==> config.mk <==
export PLATFORM = sky130hd
export DESIGN_NAME = chip_valve_sequencer_flat
export DESIGN_NICKNAME = d
export VERILOG_FILES = /design/src/rtl/chip_valve_sequencer_if.sv /design/src/rtl/chip_valve_sequencer.sv /design/src/flat_wrapper.sv
export SDC_FILE = /design/constraint.sdc
export NUM_CORES = 1
export LEC_CHECK = 0
export ABC_AREA = 1
export BUFFER_PORTS_ARGS = -buffer_cell sky130_fd_sc_hd__buf_2
export CAP_MARGIN = 10
export CORE_MARGIN = 2
export CORE_UTILIZATION = 55
export DETAILED_ROUTE_END_ITERATION = 10
export GPL_ROUTABILITY_DRIVEN = 0
export PLACE_DENSITY = 0.8
export SKIP_CTS_REPAIR_TIMING = 1
export SKIP_LAST_GASP = 1
export SYNTH_ARGS = -nofsm -noshare
export SYNTH_HDL_FRONTEND = slang
export SYNTH_SLANG_ARGS = --single-unit
==> constraint.sdc <==
create_clock -name clk -period 2.3 [get_ports clk]
set_input_delay 0.115 -clock clk [delete_from_list [all_inputs] [get_ports clk]]
set_output_delay 0.115 -clock clk [all_outputs]
set_load 0.005 [all_outputs]
==> src/rtl/chip_valve_sequencer_if.sv <==
// ---------------------------------------------------------------------------
// chip_valve_sequencer_if
// Bundles the command inputs and the valve/status outputs of the ChIP valve
// sequencer so they travel as one port.
//   master : drives start/abort/run parameters, observes valves and status
//   slave  : the sequencer side (receives commands, drives valves/status)
// Valve polarity everywhere: 1 = pressurised/closed, 0 = open.
// ---------------------------------------------------------------------------
interface chip_valve_sequencer_if;
    // command side
    logic        start;
    logic        abort;
    logic [2:0]  inlet_sel;
    logic [15:0] dur_load;
    logic [7:0]  pump_period;
    logic [15:0] pump_cycles;
    logic [15:0] dur_collect;
    // valve / status side
    logic [4:0]  inlet_ctrl;
    logic        prep_inlet_ctrl;
    logic        prep_outlet_ctrl;
    logic        stage_in_ctrl;
    logic        stage_inlet_ctrl;
    logic        bead_ctrl;
    logic        sieve_ctrl;
    logic        collect_ctrl;
    logic        pump1;
    logic        pump2;
    logic        pump3;
    logic        busy;
    logic        done;
    logic        err;

    modport master (
        output start, abort, inlet_sel, dur_load, pump_period, pump_cycles, dur_collect,
        input  inlet_ctrl, prep_inlet_ctrl, prep_outlet_ctrl, stage_in_ctrl,
               stage_inlet_ctrl, bead_ctrl, sieve_ctrl, collect_ctrl,
               pump1, pump2, pump3, busy, done, err
    );

    modport slave (
        input  start, abort, inlet_sel, dur_load, pump_period, pump_cycles, dur_collect,
        output inlet_ctrl, prep_inlet_ctrl, prep_outlet_ctrl, stage_in_ctrl,
               stage_inlet_ctrl, bead_ctrl, sieve_ctrl, collect_ctrl,
               pump1, pump2, pump3, busy, done, err
    );
endinterface

==> src/rtl/chip_valve_sequencer.sv <==
// ---------------------------------------------------------------------------
// chip_valve_sequencer
// Runs one ChIP microfluidic sequence per start request:
//   IDLE -> LOAD -> TRANSFER -> BEAD -> PUMP -> COLLECT -> DONE -> IDLE
// Ports:
//   clk   : single clock, rising edge
//   rst_n : asynchronous active-low reset
//   bus   : chip_valve_sequencer_if.slave (commands in, valves/status out)
// Parameters:
//   TRANSFER_CYC : TRANSFER state length in clocks
//   BEAD_CYC     : BEAD state length in clocks
// All outputs are registered and are computed from the next state, so a
// valve change is visible on the first clock of the state that causes it.
// ---------------------------------------------------------------------------
module chip_valve_sequencer #(
    parameter int TRANSFER_CYC = 64,
    parameter int BEAD_CYC     = 32
) (
    input  logic                   clk,
    input  logic                   rst_n,
    chip_valve_sequencer_if.slave  bus
);

    typedef enum logic [2:0] {
        S_IDLE,
        S_LOAD,
        S_TRANSFER,
        S_BEAD,
        S_PUMP,
        S_COLLECT,
        S_DONE
    } state_t;

    localparam logic [15:0] TRANSFER_M1 = 16'(TRANSFER_CYC - 1);
    localparam logic [15:0] BEAD_M1     = 16'(BEAD_CYC - 1);

    // Counters are loaded with length-1 and the state exits when they hit 0;
    // a zero length is stretched to one clock.
    function automatic logic [15:0] len_m1(input logic [15:0] len);
        return (len == 16'd0) ? 16'd0 : len - 16'd1;
    endfunction

    function automatic logic sel_legal(input logic [2:0] sel);
        return (sel >= 3'd1) && (sel <= 3'd5);
    endfunction

    // {pump1,pump2,pump3} for each of the six peristaltic steps.
    function automatic logic [2:0] pump_pattern(input logic [2:0] idx);
        logic [2:0] p;
        case (idx)
            3'd0:    p = 3'b011;
            3'd1:    p = 3'b001;
            3'd2:    p = 3'b101;
            3'd3:    p = 3'b100;
            3'd4:    p = 3'b110;
            3'd5:    p = 3'b010;
            default: p = 3'b111;
        endcase
        return p;
    endfunction

    state_t      state_q, state_d;
    logic [15:0] cnt_q, cnt_d;
    logic [7:0]  step_cnt_q, step_cnt_d;
    logic [2:0]  step_idx_q, step_idx_d;
    logic [23:0] steps_left_q, steps_left_d;

    logic [2:0]  sel_q, sel_d;
    logic [15:0] dur_load_q, dur_load_d;
    logic [7:0]  period_q, period_d;
    logic [15:0] cycles_q, cycles_d;
    logic [15:0] dur_collect_q, dur_collect_d;

    logic [4:0]  inlet_ctrl_q, inlet_ctrl_d;
    logic        prep_inlet_q, prep_inlet_d;
    logic        prep_outlet_q, prep_outlet_d;
    logic        stage_in_q, stage_in_d;
    logic        stage_inlet_q, stage_inlet_d;
    logic        bead_q, bead_d;
    logic        sieve_q, sieve_d;
    logic        collect_q, collect_d;
    logic [2:0]  pump_q, pump_d;
    logic        busy_q, busy_d;
    logic        done_q, done_d;
    logic        err_q, err_d;

    always_comb begin
        state_d       = state_q;
        cnt_d         = cnt_q;
        step_cnt_d    = step_cnt_q;
        step_idx_d    = step_idx_q;
        steps_left_d  = steps_left_q;
        sel_d         = sel_q;
        dur_load_d    = dur_load_q;
        period_d      = period_q;
        cycles_d      = cycles_q;
        dur_collect_d = dur_collect_q;
        err_d         = 1'b0;

        case (state_q)
            S_IDLE: begin
                // abort in the same cycle as start cancels the request entirely
                if (bus.start && !bus.abort) begin
                    if (sel_legal(bus.inlet_sel)) begin
                        sel_d         = bus.inlet_sel;
                        dur_load_d    = bus.dur_load;
                        period_d      = bus.pump_period;
                        cycles_d      = bus.pump_cycles;
                        dur_collect_d = bus.dur_collect;
                        cnt_d         = len_m1(bus.dur_load);
                        state_d       = S_LOAD;
                    end else begin
                        err_d = 1'b1;
                    end
                end
            end
            S_LOAD: begin
                if (cnt_q == 16'd0) begin
                    state_d = S_TRANSFER;
                    cnt_d   = TRANSFER_M1;
                end else begin
                    cnt_d = cnt_q - 16'd1;
                end
            end
            S_TRANSFER: begin
                if (cnt_q == 16'd0) begin
                    state_d = S_BEAD;
                    cnt_d   = BEAD_M1;
                end else begin
                    cnt_d = cnt_q - 16'd1;
                end
            end
            S_BEAD: begin
                if (cnt_q == 16'd0) begin
                    if (cycles_q == 16'd0) begin
                        state_d = S_COLLECT;
                        cnt_d   = len_m1(dur_collect_q);
                    end else begin
                        // steps_left counts remaining 6-step pump steps, not clocks
                        state_d      = S_PUMP;
                        step_cnt_d   = period_q;
                        step_idx_d   = 3'd0;
                        steps_left_d = ({8'd0, cycles_q} * 24'd6) - 24'd1;
                    end
                end else begin
                    cnt_d = cnt_q - 16'd1;
                end
            end
            S_PUMP: begin
                if (step_cnt_q == 8'd0) begin
                    if (steps_left_q == 24'd0) begin
                        state_d = S_COLLECT;
                        cnt_d   = len_m1(dur_collect_q);
                    end else begin
                        step_idx_d   = (step_idx_q == 3'd5) ? 3'd0 : step_idx_q + 3'd1;
                        step_cnt_d   = period_q;
                        steps_left_d = steps_left_q - 24'd1;
                    end
                end else begin
                    step_cnt_d = step_cnt_q - 8'd1;
                end
            end
            S_COLLECT: begin
                if (cnt_q == 16'd0) begin
                    state_d = S_DONE;
                end else begin
                    cnt_d = cnt_q - 16'd1;
                end
            end
            S_DONE: begin
                state_d = S_IDLE;
            end
            default: begin
                state_d = S_IDLE;
            end
        endcase

        if ((state_q != S_IDLE) && bus.abort) begin
            state_d = S_IDLE;
        end

        // Output decode from the next state (registered below).
        inlet_ctrl_d  = 5'b11111;
        prep_inlet_d  = 1'b1;
        prep_outlet_d = 1'b1;
        stage_in_d    = 1'b1;
        stage_inlet_d = 1'b1;
        bead_d        = 1'b1;
        sieve_d       = 1'b1;
        collect_d     = 1'b1;
        pump_d        = 3'b111;
        done_d        = 1'b0;
        busy_d        = (state_d != S_IDLE);

        case (state_d)
            S_LOAD: begin
                inlet_ctrl_d = ~(5'b00001 << (sel_d - 3'd1));
                prep_inlet_d = 1'b0;
            end
            S_TRANSFER: begin
                prep_outlet_d = 1'b0;
                stage_in_d    = 1'b0;
            end
            S_BEAD: begin
                bead_d = 1'b0;
            end
            S_PUMP: begin
                pump_d = pump_pattern(step_idx_d);
            end
            S_COLLECT: begin
                collect_d = 1'b0;
                sieve_d   = 1'b0;
            end
            S_DONE: begin
                done_d = 1'b1;
            end
            default: begin
            end
        endcase
    end

    always_ff @(posedge clk or negedge rst_n) begin
        if (!rst_n) begin
            state_q       <= S_IDLE;
            cnt_q         <= '0;
            step_cnt_q    <= '0;
            step_idx_q    <= '0;
            steps_left_q  <= '0;
            sel_q         <= '0;
            dur_load_q    <= '0;
            period_q      <= '0;
            cycles_q      <= '0;
            dur_collect_q <= '0;
            inlet_ctrl_q  <= 5'b11111;
            prep_inlet_q  <= 1'b1;
            prep_outlet_q <= 1'b1;
            stage_in_q    <= 1'b1;
            stage_inlet_q <= 1'b1;
            bead_q        <= 1'b1;
            sieve_q       <= 1'b1;
            collect_q     <= 1'b1;
            pump_q        <= 3'b111;
            busy_q        <= 1'b0;
            done_q        <= 1'b0;
            err_q         <= 1'b0;
        end else begin
            state_q       <= state_d;
            cnt_q         <= cnt_d;
            step_cnt_q    <= step_cnt_d;
            step_idx_q    <= step_idx_d;
            steps_left_q  <= steps_left_d;
            sel_q         <= sel_d;
            dur_load_q    <= dur_load_d;
            period_q      <= period_d;
            cycles_q      <= cycles_d;
            dur_collect_q <= dur_collect_d;
            inlet_ctrl_q  <= inlet_ctrl_d;
            prep_inlet_q  <= prep_inlet_d;
            prep_outlet_q <= prep_outlet_d;
            stage_in_q    <= stage_in_d;
            stage_inlet_q <= stage_inlet_d;
            bead_q        <= bead_d;
            sieve_q       <= sieve_d;
            collect_q     <= collect_d;
            pump_q        <= pump_d;
            busy_q        <= busy_d;
            done_q        <= done_d;
            err_q         <= err_d;
        end
    end

    assign bus.inlet_ctrl       = inlet_ctrl_q;
    assign bus.prep_inlet_ctrl  = prep_inlet_q;
    assign bus.prep_outlet_ctrl = prep_outlet_q;
    assign bus.stage_in_ctrl    = stage_in_q;
    assign bus.stage_inlet_ctrl = stage_inlet_q;
    assign bus.bead_ctrl        = bead_q;
    assign bus.sieve_ctrl       = sieve_q;
    assign bus.collect_ctrl     = collect_q;
    assign bus.pump1            = pump_q[2];
    assign bus.pump2            = pump_q[1];
    assign bus.pump3            = pump_q[0];
    assign bus.busy             = busy_q;
    assign bus.done             = done_q;
    assign bus.err              = err_q;

endmodule

==> src/flat_wrapper.sv <==
// flat-port wrapper written by rule: the top's interface ports become plain ports
module chip_valve_sequencer_flat 
#(
    parameter int TRANSFER_CYC = 64,
    parameter int BEAD_CYC     = 32
)
  (clk, rst_n, bus_start, bus_abort, bus_inlet_sel, bus_dur_load, bus_pump_period, bus_pump_cycles, bus_dur_collect, bus_inlet_ctrl, bus_prep_inlet_ctrl, bus_prep_outlet_ctrl, bus_stage_in_ctrl, bus_stage_inlet_ctrl, bus_bead_ctrl, bus_sieve_ctrl, bus_collect_ctrl, bus_pump1, bus_pump2, bus_pump3, bus_busy, bus_done, bus_err);
  chip_valve_sequencer_if bus_i ();
  input  logic clk;
  input  logic rst_n;
  input wire logic [$bits(bus_i.start)-1:0] bus_start;
  input wire logic [$bits(bus_i.abort)-1:0] bus_abort;
  input wire logic [$bits(bus_i.inlet_sel)-1:0] bus_inlet_sel;
  input wire logic [$bits(bus_i.dur_load)-1:0] bus_dur_load;
  input wire logic [$bits(bus_i.pump_period)-1:0] bus_pump_period;
  input wire logic [$bits(bus_i.pump_cycles)-1:0] bus_pump_cycles;
  input wire logic [$bits(bus_i.dur_collect)-1:0] bus_dur_collect;
  output wire logic [$bits(bus_i.inlet_ctrl)-1:0] bus_inlet_ctrl;
  output wire logic [$bits(bus_i.prep_inlet_ctrl)-1:0] bus_prep_inlet_ctrl;
  output wire logic [$bits(bus_i.prep_outlet_ctrl)-1:0] bus_prep_outlet_ctrl;
  output wire logic [$bits(bus_i.stage_in_ctrl)-1:0] bus_stage_in_ctrl;
  output wire logic [$bits(bus_i.stage_inlet_ctrl)-1:0] bus_stage_inlet_ctrl;
  output wire logic [$bits(bus_i.bead_ctrl)-1:0] bus_bead_ctrl;
  output wire logic [$bits(bus_i.sieve_ctrl)-1:0] bus_sieve_ctrl;
  output wire logic [$bits(bus_i.collect_ctrl)-1:0] bus_collect_ctrl;
  output wire logic [$bits(bus_i.pump1)-1:0] bus_pump1;
  output wire logic [$bits(bus_i.pump2)-1:0] bus_pump2;
  output wire logic [$bits(bus_i.pump3)-1:0] bus_pump3;
  output wire logic [$bits(bus_i.busy)-1:0] bus_busy;
  output wire logic [$bits(bus_i.done)-1:0] bus_done;
  output wire logic [$bits(bus_i.err)-1:0] bus_err;
  assign bus_i.start = bus_start;
  assign bus_i.abort = bus_abort;
  assign bus_i.inlet_sel = bus_inlet_sel;
  assign bus_i.dur_load = bus_dur_load;
  assign bus_i.pump_period = bus_pump_period;
  assign bus_i.pump_cycles = bus_pump_cycles;
  assign bus_i.dur_collect = bus_dur_collect;
  assign bus_inlet_ctrl = bus_i.inlet_ctrl;
  assign bus_prep_inlet_ctrl = bus_i.prep_inlet_ctrl;
  assign bus_prep_outlet_ctrl = bus_i.prep_outlet_ctrl;
  assign bus_stage_in_ctrl = bus_i.stage_in_ctrl;
  assign bus_stage_inlet_ctrl = bus_i.stage_inlet_ctrl;
  assign bus_bead_ctrl = bus_i.bead_ctrl;
  assign bus_sieve_ctrl = bus_i.sieve_ctrl;
  assign bus_collect_ctrl = bus_i.collect_ctrl;
  assign bus_pump1 = bus_i.pump1;
  assign bus_pump2 = bus_i.pump2;
  assign bus_pump3 = bus_i.pump3;
  assign bus_busy = bus_i.busy;
  assign bus_done = bus_i.done;
  assign bus_err = bus_i.err;
  chip_valve_sequencer #(.TRANSFER_CYC(TRANSFER_CYC), .BEAD_CYC(BEAD_CYC)) u_core (.clk(clk), .rst_n(rst_n), .bus(bus_i));
endmodule
-- After elaboration in Yosys (flattened, before gate mapping)
Index checks and enable logic that the tools add are counted.
- register bits after elaboration: 112
- input port bits: 63
- add/sub/neg operators: 8
- multipliers: 1
- magnitude comparators: 2
- eq/ne operators: 27
- shift operators: 1
- multiplexer cells: 53
- bitwise gates (word level): 1
- reductions and logical operators: 20
- operators by type and width (cell ; number):
    two-way mux 16 bit ; 11
    two-way mux 24 bit ; 4
    one-hot mux 16 bit (6 select lines) ; 1
    zero test 16 bit ; 4
    two-way mux 3 bit ; 18
    one-hot mux 24 bit (2 select lines) ; 1
    subtractor 16 x 1 -> 16 bit (second input constant) ; 3
    one-hot mux 3 bit (6 select lines) ; 2
    two-way mux 8 bit ; 4
    equality test 3 bit (second input constant) ; 8
    zero test 24 bit ; 1
    subtractor 24 x 1 -> 24 bit (second input constant) ; 1
    subtractor 19 x 1 -> 20 bit (second input constant) ; 1
    equality test 3 x 2 -> 1 bit (second input constant) ; 6
    multiplier 16 x 2 -> 18 bit (second input constant) ; 1
    one-hot mux 8 bit (2 select lines) ; 1
    != test 2 x 1 -> 1 bit (second input constant) ; 5
    equality test 3 x 1 -> 1 bit (second input constant) ; 3
    two-way mux 1 bit ; 9
    zero test 8 bit ; 1
    subtractor 8 x 1 -> 8 bit (second input constant) ; 1
    AND reduction 7 bit ; 1
    zero test 3 bit ; 2
    != test 2 bit (second input constant) ; 3
    17 further kinds ; 21

-- Depth between registers and ports, before layout
Gate-level depths: netlist of the first run.
- word-level depth: 9
- mapped depth: 18

-- Worst setup path after synthesis of the first run
No wires, ideal clock.
- path type: reg-to-reg
- from: reg u_core.cycles_q[0]
- to: reg u_core.steps_left_q[12]
- setup time: 117 ps
- arrival: 2326 ps
- data required time: 2183 ps
- slack: -143 ps
- cell stages (with the launch flop): 17
- buffers on the path: 0
- period minus slack after synthesis: 2443 ps
- cell sequence: dfrtp_1 -> ha_1 -> inv_1 -> fa_1 -> nor3b_1 -> nand2_1 -> clkinv_1 -> nand2_1 -> nor2_2 -> nand2_2 -> nor2_4 -> nand2_2 -> nor2_2 -> xnor2_1 -> nand2_1 -> nand2_1 -> nand2_1
- word-level cells in the longest chain between the ends: 5
- RTL lines (element ; line ; source):
    start, declared ; chip_valve_sequencer.sv:71 ; logic [15:0] cycles_q, cycles_d;
    start signal, assigned ; chip_valve_sequencer.sv:255 ; cycles_q <= cycles_d;
    multiplier 16 x 2 -> 18 bit ; chip_valve_sequencer.sv:143 ; steps_left_d = ({8'd0, cycles_q} * 24'd6) - 24'd1;
    subtractor 19 x 1 -> 20 bit ; chip_valve_sequencer.sv:143 ;
    two-way mux 24 bit ; chip_valve_sequencer.sv:135 ; if (cycles_q == 16'd0) begin
    two-way mux 24 bit ; chip_valve_sequencer.sv:134 ; if (cnt_q == 16'd0) begin
    one-hot mux 24 bit (2 select lines) ; chip_valve_sequencer.sv:100 ; case (state_q)
    end signal, assigned ; chip_valve_sequencer.sv:251 ; steps_left_q <= steps_left_d;
    end, declared ; chip_valve_sequencer.sv:66 ; logic [23:0] steps_left_q, steps_left_d;
Parallel ways exist; a longest one is shown, timed or not. The select of a mux whose other input is x is not followed.
A chain may end at the register's enable or synchronous reset.

-- Worst setup path after layout of the first run
- from: reg u_core.cycles_q[1]
- to: reg u_core.steps_left_q[16]
Same word-level chain as after synthesis.

==> run_results.csv, run 1 <==
group,metric,value,unit
clocking,clk_path_buf_depth,2,
die,dieArea,15900,µm²
die,ios,81,
worst_setup_path,endpoint_kind,"flop",
power,finalPower,11.9,mW
clocking,path_clk_slew,80,ps
placed_design,post-place-ws,-177,ps
job,max-cap-violations,0,
synthesis,synth_top_area_share,30.5,%
placed_design,dpl-instance-area,9180,µm²
cells_and_area,postLayoutCellArea,10300,µm²
global_route,grt_pass1_wl,33400,µm
sta,hold_viol,3,
synthesis,synth_flop_cell,"dfrtp_1",
sta,hold_slack,-21.5,ps
synthesis,synthDistinctLibCells,51,
clocking,insertion_delay,370,ps
synthesis,postSynthAreaPerCell,6.90,µm²
cells_and_area,layout-drive-gt1-share,22.3,%
detailed_routing,wl_per_cell,13.7,µm
synthesis,async_flop_share,100,%
synthesis,syn-num-nets,1287,
synthesis,yosysWarningCount,0,
detailed_routing,vias_per_cell,5.29,
worst_setup_path,path_max_fanout,3,
detailed_routing,vias,8246,
detailed_routing,ant_nets,0,
run_status,violations,"negative hold slack, negative setup slack",
cells_and_area,fin_nets,1467,
synthesis,synth_area_leader_cell,"dfrtp_1",
synthesis,ys_seq_elements,112,
worst_setup_path,reg2reg_depth,16,
placed_design,dpl.hpwl,15100,µm
worst_setup_path,startpoint_type,"flop",
power,p_int,6.45,mW
sta,relSlewSlack,58.1,%
clocking,cts_tree,"yes",
clocking,numCtsBuffers,9,
global_route,grtUsageTotal,25.2,%
cells_and_area,final_cells,1558,
placed_design,io_buffers,79,
sta,finalCritPeriodShare,108,%
worst_setup_path,worst-endpoint-required,2600,ps
detailed_routing,post-route-drc-count,0,
clocking,ctsHtreeMaxLevel,3,
power,peakVddDrop,845,µV
sta,fmax,404,MHz
synthesis,yosys-top-cells-area,"dfrtp_1 (31%), nand2_1 (14%), inv_1 (7.1%)",
cells_and_area,final_util,70.8,%
synthesis,synth_edf_count,0,
placed_design,dp_cells,1485,
clocking,clock_tree.root_cell,"clkbuf_16",
global_route,overflow,0,
die,initial_utilization,56.4,%
power,power_leakage,5.20,nW
die,die_w,126,µm
sta,fin_ws,-174,ps
cells_and_area,syn2layout_area_growth,25.4,%
clocking,clock-sinks,112,
sta,rsz0062_at_grt,"yes",
worst_setup_path,crit_arrival,2770,ps
synthesis,synth_cells,1189,
power,power.switching,5.42,mW
power,seqPwrFrac,24.9,%
die,core,14500,µm²
power,power_frac_comb,60.6,%
global_route,grt_max_degree,73,
die,dieHeight,126,µm
synthesis,synth_area,8200,µm²
worst_setup_path,crit_type,"reg2reg",
run_status,run_status,"finished with violations",
detailed_routing,initialDrtViolationCount,725,
power,pwr-share-clk,14.5,%
hold_path,holdPathStages,3,
detailed_routing,drt-total-wl,21300,µm
sta,skew,12.3,ps
sta,setup_viol,13,
detailed_routing,firstDrtPassIters,6,
sta,layout_min_cycle_time,2470,ps
hold_path,hp-class,"in2reg",
die,fp-row-count,44,
sta,final-max-slew-violation-count,0,
cells_and_area,n_antenna_cell,0,
power,switching_share,45.7,%
power,p_per_area,1150,nW/µm²
synthesis,seq_area_frac_synth,34.4,%
global_route,first_global_vias,7420,
sta,worst_pin_slew,628,ps
sta,setup-tns-final,-1210,ps
global_route,grt_antenna_before_repair,0,
==> routing by layer <==
metal | part of all wire, % | track usage [%] | vias to the layer above
met2 | 49 | 41.5 | 242
met5 | 0 | 0 | -
met3 | 4.9 | 4.63 | 39
met4 | 2.1 | 7.50 | 0
met1 | 44 | 34.2 | 3800
li1 | - | - | 4165
==> worst paths after layout <==
check	slack, ps	to	start
setup / recovery	-170	u_core.steps_left_q[16]	u_core.cycles_q[1]
hold / removal	-20	u_core.dur_collect_q[13]	bus_dur_collect[13]
setup reg to reg	-170	u_core.steps_left_q[16]	u_core.cycles_q[1]
hold reg to reg	490	u_core.period_q[5]	u_core.period_q[5]
max in group asynchronous	1240	u_core.bus.inlet_ctrl[3]	rst_n
min in group asynchronous	270	u_core.step_cnt_q[0]	rst_n
==> synth_stat cells (13+ instances only) <==
cell type,instances
nor3_1,18
nand2_2,16
nor2_1,145
o21ai_0,86
ha_1,34
a21oi_1,49
nand4_1,14
nand3_1,67
xor2_1,34
nor2_2,13
inv_1,155
xnor2_1,16
nand2_1,305
dfrtp_1,100
o22ai_1,16
==> critical path, stage by stage (launching register included) <==
cell,delay [ps]
dfrtp_1,370
ha_2,190
inv_2,40
fa_2,540
nor3b_4,210
nand2_1,90
clkinv_2,70
nand2_4,60
nor2_4,100
nand2_2,80
nor2_4,120
nand2_2,80
nor2_4,120
nand2_1,70
nand2_1,50
nand3_1,70
a21oi_2,130
==> power by group through the flow <==
| stage | clock [mW] | combinational [mW] | sequential, mW |
|---|---|---|---|
| 4_1_cts | 1.74 | 6.41 | 2.93 |
| 3_3_place_gp | 0 | 6.23 | 2.95 |
| 6_report | 1.72 | 7.20 | 2.95 |
| 3_5_place_dp | 0 | 6.37 | 2.96 |
| 5_1_grt | 1.81 | 8.07 | 3.02 |
| 2_1_floorplan | 0 | 4.42 | 2.89 |
==> layout make-up <==
cell class / instances / area [µm²]
multi-input cells: 887 / 4920
fillers: 1165 / 4250
flip-flops and latches: 112 / 2820
repair buffers: 192 / 1370
inverters: 167 / 637
well taps: 184 / 230
clock buffers: 10 / 229
clock inverters: 6 / 91.3
==> kinds of logic (layout without fill, tap and decap cells) <==
group	count (synthesis)	in the layout	share of synthesized area (%)
simple gates	617	618	33.3
xor+xnor	50	50	5.34
other cells	1	1	0.0457
fa+ha+maj	35	35	5.43
buf+inv	191	375	9.23
flops	112	112	34.4
compound gates	183	183	12.4
==> placed cells by master (no fill, tap or decap), drive strengths merged, types with 6 or more instances in the layout <==
master       synthesis  layout
dfrtp              100     100
ha                  34      34
or2                 10      10
nand4               15      15
o21ai               94      94
a31oi                6       6
nor3                22      22
xor2                34      34
nand3               71      71
clkinv               4       7
dlygate4sd3          0      33
dfstp               12      12
inv                163     163
clkbuf               7      11
nand3b               6       6
xnor2               16      16
o211ai               7       7
nand2              321     322
buf                 17     158
nor2               165     165
o22ai               16      16
a21oi               51      51
==> state kept, by name (all words and copies together), names as in the netlist <==
| name | flops |
|---|---|
| u_core.bus.bead_ctrl | 1 |
| u_core.bus.busy | 1 |
| u_core.bus.done | 1 |
| u_core.bus.err | 1 |
| u_core.bus.inlet_ctrl | 5 |
| u_core.bus.prep_inlet_ctrl | 1 |
| u_core.bus.prep_outlet_ctrl | 1 |
| u_core.bus.sieve_ctrl | 1 |
| u_core.cnt_q | 16 |
| u_core.cycles_q | 16 |
| u_core.dur_collect_q | 16 |
| u_core.period_q | 8 |
| u_core.pump_q | 3 |
| u_core.sel_q | 3 |
| u_core.state_q | 3 |
| u_core.step_cnt_q | 8 |
| u_core.step_idx_q | 3 |
| u_core.steps_left_q | 24 |
No activity file was read; power rests on OpenSTA's default activity.
==> inputs of run 2 (changes only) <==
- CORE_UTILIZATION: 55 -> 61
- PLACE_DENSITY: 0.8 -> 0.84
- RECOVER_POWER: unset -> 25
- clock period: 2.3 -> 2.7 ns (I/O delays scaled with it)
==> run 2 against run 1 <==
  * The flow finishes with violations (negative hold slack, max-capacitance violations, max-slew violations)
  * Hold slack lost 9.6 ps
  * Register-to-register slack gained 330 ps
  * Routed wire length shrank 10%
  * Non-clock buffer count shrank 92
  * Die area shrank 9.5%
  * Core utilization shrank 0.79 points
  * Via count shrank 4.5%
  * Cell count shrank 6.5%
  * Largest power group unchanged
  * Highest routed layer unchanged
==> run_results.csv, run 2 (synthesis gave the netlist of run 1 again) <==
group,metric,value,unit
cells_and_area,fin_nets,1374,
global_route,grt_max_degree,73,
detailed_routing,drt-total-wl,19100,µm
clocking,clock-sinks,112,
sta,finalCritPeriodShare,94.1,%
power,power_leakage,4.71,nW
cells_and_area,regArea,2820,µm²
die,fp-row-count,42,
worst_setup_path,crit_arrival,2810,ps
clocking,cts_tree,"yes",
clocking,numCtsBuffers,9,
detailed_routing,initialDrtViolationCount,652,
sta,layout_min_cycle_time,2540,ps
sta,fin_ws,159,ps
cells_and_area,final_common_cell,"nand2_1",
worst_setup_path,worst-endpoint-required,2970,ps
worst_setup_path,endpoint_kind,"flop",
placed_design,post-place-ws,103,ps
detailed_routing,firstDrtPassIters,5,
detailed_routing,post-route-drc-count,0,
die,ios,81,
detailed_routing,wl_per_cell,13.1,µm
worst_setup_path,r2r_start,"u_core.cnt_q[0]",
cells_and_area,syn2layout_area_growth,12.6,%
worst_setup_path,reg2reg_slack,160,ps
power,p_per_area,966,nW/µm²
die,dieArea,14400,µm²
clocking,clock_tree.root_cell,"clkbuf_16",
cells_and_area,fillCellCount,1090,
worst_setup_path,path_max_fanout,10,
global_route,grt_antenna_before_repair,0,
clocking,clk_path_buf_depth,2,
power,finalPower,8.92,mW
sta,setup-tns-final,0,ps
worst_setup_path,endpoint,"u_core.cnt_q[15]",
hold_path,hp-class,"in2reg",
die,initial_utilization,62.2,%
clocking,insertion_delay,360,ps
sta,hold_viol,22,
die,die_w,120,µm
sta,hold_slack,-31.2,ps
die,core,13200,µm²
detailed_routing,vias_per_cell,5.40,
global_route,grtUsageTotal,27.5,%
worst_setup_path,startpoint_type,"flop",
cells_and_area,largest_reg_flops,24,
sta,setup_viol,0,
cells_and_area,layout-drive-gt1-share,15.3,%
worst_setup_path,crit_type,"reg2reg",
global_route,first_global_vias,7235,
sta,relSlewSlack,-7.90,%
cells_and_area,multi_input_area,4690,µm²
die,dieHeight,120,µm
clocking,path_clk_slew,70,ps
worst_setup_path,reg2reg_depth,14,
sta,fmax,394,MHz
cells_and_area,layout_common_cells,"nand2_1 (303), inv_1 (155), nor2_1 (144), dfrtp_1 (100), o21ai_0 (86)",
sta,worst_pin_slew,1620,ps
global_route,overflow,0,
worst_setup_path,reg2reg_to,"u_core.cnt_q[15]",
sta,final-max-slew-violation-count,64,
worst_setup_path,crit_start,"u_core.cnt_q[0]",
detailed_routing,ant_nets,0,
job,max-cap-violations,1,
global_route,grt_pass1_wl,32400,µm
power,peakVddDrop,659,µV
cells_and_area,regMostFlops,"u_core.steps_left_q",
cells_and_area,final_util,70.0,%
run_status,violations,"negative hold slack, max-capacitance violations, max-slew violations",
detailed_routing,vias,7872,
run_status,run_status,"finished with violations",
clocking,ctsHtreeMaxLevel,3,
placed_design,dpl.hpwl,14500,µm
placed_design,io_buffers,79,
cells_and_area,n_antenna_cell,0,
sta,skew,7.26,ps
hold_path,holdPathStages,3,
==> run 2: report_power, final <==
group | internal (mW) | switching [mW] | total [mW] | leakage, nW
clock network | 0.730 | 0.633 | 1.36 | 0.141
logic | 1.76 | 3.27 | 5.02 | 3.15
registers | 2.15 | 0.381 | 2.53 | 1.41
total | 4.64 | 4.28 | 8.92 | 4.71
==> run 2: how the worst min path moves through the flow <==
stage / from / end / slack [ps]
after floorplan: rst_n / u_core.bus.busy / -160
after global placement: rst_n / u_core.cycles_q[6] / 280
after detailed placement: rst_n / u_core.cycles_q[4] / 280
after CTS: rst_n / u_core.cnt_q[13] / -90
after global routing: bus_pump_cycles[3] / u_core.cycles_q[3] / 0.4
final: bus_dur_collect[6] / u_core.dur_collect_q[6] / -30
==> run 2: final cells by class <==
| cell class | instances | share of cell area (%) |
|---|---|---|
| inverters | 167 | 6.79 |
| clock inverters | 5 | 0.691 |
| repair buffers | 100 | 6.27 |
| clock buffers | 11 | 2.52 |
| multi-input cells | 886 | 50.8 |
| well taps | 176 | 2.39 |
| flip-flops and latches | 112 | 30.5 |
==> run 2: metrics by stage <==
step                area [µm²]  hold WS (ps)  cells
floorplan                 8200          -161   1189
global placement          8820           278   1434
detailed placement        8820           280   1434
CTS                       9110         -89.9   1450
global route              9230         0.390   1457
finish                    9230         -31.2   1457
==> run 2: critical path, stage by stage, from the launching register on <==
cell and delay, ps:
dfrtp_1 370, inv_1 160, ha_1 210, nand2_1 70, nor2_2 200, nand2_2 130, nor3_4 200, nand3_2 180
o21ai_1 280, nand2_2 220, inv_2 120, nand2_1 70, o211ai_1 90, nand2_1 60, o21ai_0 90
==> run 2: per-layer routing <==
layer,GRT usage [%],wire length [µm]
met1,39.7,9100
met2,42.0,8400
met3,5.42,1350
met4,7.87,278
met5,0,0
==> inputs of run 3 (changes only) <==
- CELL_PAD_IN_SITES_DETAIL_PLACEMENT: unset -> 0
- CELL_PAD_IN_SITES_GLOBAL_PLACEMENT: unset -> 2
- CORE_UTILIZATION: 61 -> 34
- PLACE_DENSITY: 0.84 -> 0.83
==> run 3 against run 2 <==
  * The flow still finishes with violations (negative hold slack, max-capacitance violations, max-slew violations)
  * Critical path depth increased by 2
  * First-iteration DRC count decreased by 46%
  * Sequential share of layout area decreased by 1.1 points
  * Cell area increased by 3.8%
  * Largest cell class unchanged
  * Largest power group unchanged
==> run_results.csv, run 3 (synthesis gave the netlist of run 1 again) <==
group,metric,value,unit
run_status,run_status,"finished with violations",
run_status,violations,"negative hold slack, max-capacitance violations, max-slew violations",
cells_and_area,fillCellCount,2535,
sta,fin_ws,147,ps
die,ios,81,
clocking,cts_tree,"yes",
die,fp-row-count,56,
clocking,clk_path_buf_depth,2,
die,initial_utilization,34.7,%
worst_setup_path,crit_arrival,2850,ps
detailed_routing,wl_per_cell,13.7,µm
sta,worst_pin_slew,1880,ps
clocking,path_clk_slew,80,ps
hold_path,min_from,"bus_pump_period[7]",
global_route,grtUsageTotal,17.6,%
clocking,ctsHtreeMaxLevel,3,
worst_setup_path,r2r_start,"u_core.cycles_q[1]",
detailed_routing,initialDrtViolationCount,351,
cells_and_area,layout-drive-gt1-share,16.2,%
clocking,clock_tree.root_cell,"clkbuf_16",
sta,finalCritPeriodShare,94.5,%
power,finalPower,9.00,mW
clocking,insertion_delay,360,ps
die,core,23600,µm²
global_route,first_global_vias,7309,
hold_path,holdPathStages,3,
detailed_routing,vias_per_cell,4.70,
placed_design,post-place-ws,115,ps
detailed_routing,ant_nets,0,
detailed_routing,drt-total-wl,22200,µm
placed_design,dp_cells,1582,
worst_setup_path,reg2reg_to,"u_core.steps_left_q[18]",
sta,skew,10.3,ps
worst_setup_path,worst-endpoint-required,3000,ps
sta,layout_min_cycle_time,2550,ps
sta,relSlewSlack,-25.4,%
global_route,overflow,0,
cells_and_area,final_common_cell,"nand2_1",
placed_design,io_buffers,79,
sta,hold_viol,13,
cells_and_area,largest_reg_flops,24,
sta,hold_slack,-19.8,ps
cells_and_area,layout_common_cells,"nand2_1 (301), inv_1 (155), nor2_1 (143), dfrtp_1 (100), o21ai_0 (86)",
global_route,grt_max_degree,73,
detailed_routing,post-route-drc-count,0,
cells_and_area,fin_nets,1393,
worst_setup_path,reg2reg_slack,150,ps
worst_setup_path,crit_type,"reg2reg",
power,p_per_area,940,nW/µm²
hold_path,hp-class,"in2reg",
hold_path,hold_path_end,"u_core.period_q[7]",
cells_and_area,final_cells,1621,
clocking,numCtsBuffers,9,
cells_and_area,syn2layout_area_growth,16.8,%
placed_design,dpl.hpwl,17400,µm
die,die_w,159,µm
global_route,grt_antenna_before_repair,2,
die,dieArea,25400,µm²
cells_and_area,regMostFlops,"u_core.steps_left_q",
power,power_leakage,4.79,nW
die,dieHeight,159,µm
worst_setup_path,reg2reg_depth,16,
power,peakVddDrop,326,µV
sta,final-max-slew-violation-count,35,
worst_setup_path,startpoint_type,"flop",
global_route,grt_pass1_wl,36600,µm
detailed_routing,firstDrtPassIters,5,
sta,fmax,392,MHz
worst_setup_path,endpoint_kind,"flop",
clocking,clock-sinks,112,
sta,setup_viol,0,
detailed_routing,vias,7611,
job,max-cap-violations,1,
worst_setup_path,path_max_fanout,3,
==> run 3: cell count changes in the layout (fill, tap and decap cells not counted), moves of 2 or more <==
cell / change
nand2_2: +2
dlygate4sd3_1: +9
buf_4: +9
diode_2: +2
nand2_1: -2
==> run 3: report_power, final <==
group | switching [mW] | internal (mW) | leakage, nW | total, mW
sequential | 0.354 | 2.15 | 1.41 | 2.51
clock | 0.690 | 0.644 | 0.139 | 1.33
combinational | 3.33 | 1.83 | 3.24 | 5.16
==> run 3: per-stage QoR <==
stage                     hold slack, ps  util [%]  instance area [µm²]  TNS, ps
final                              -19.8      40.6                 9580        0
after global routing              0.0700      40.5                 9570    -74.0
after CTS                           -278      39.5                 9330        0
after detailed placement             119      38.3                 9040        0
after global placement               121      38.3                 9040        0
after floorplan                     -161         -                 8200        0
==> run 3: worst max-delay path, cell delays in order (launching register included) <==
cell and delay [ps]:
dfrtp_1 380, ha_2 190, inv_1 60, fa_2 540, nor3b_4 190, nand2_1 80
clkinv_1 70, nand2_2 70, nor2_4 130, nand2_2 90, nor2_4 150, nand2_2 90
nor2_4 130, nand2_1 60, nand2_1 70, nand3_2 70, a21oi_2 140
==> run 3: how the worst max path moves through the flow <==
stage,from,endpoint
after global placement,u_core.cycles_q[2],u_core.steps_left_q[23]
after floorplan,u_core.cycles_q[0],u_core.steps_left_q[12]
after global routing,u_core.cycles_q[1],u_core.steps_left_q[18]
after CTS,u_core.cycles_q[2],u_core.steps_left_q[23]
final,u_core.cycles_q[1],u_core.steps_left_q[18]
after detailed placement,u_core.cycles_q[2],u_core.steps_left_q[20]
==> run 3: layout make-up <==
class | instances | area, µm² | area share [%]
multi-input cells | 886 | 4700 | 49.1
flip-flops and latches | 112 | 2820 | 29.4
repair buffers | 119 | 747 | 7.80
inverters | 167 | 627 | 6.54
well taps | 319 | 399 | 4.17
clock buffers | 10 | 229 | 2.39
clock inverters | 6 | 51.3 | 0.536
diodes | 2 | 5.00 | 0.0522
==> run 3: metal layers <==
metal  vias to the layer above  share of wire [%]  global-route usage (%)  wire length (µm)
li1                       4008                  -                       -                 -
met1                      3486                 51                    24.6             11300
met2                        97                 45                    28.3              9900
met3                        20                3.6                    3.15               810
met4                         0                1.2                    4.13               268
met5                         -                  0                       0                 0
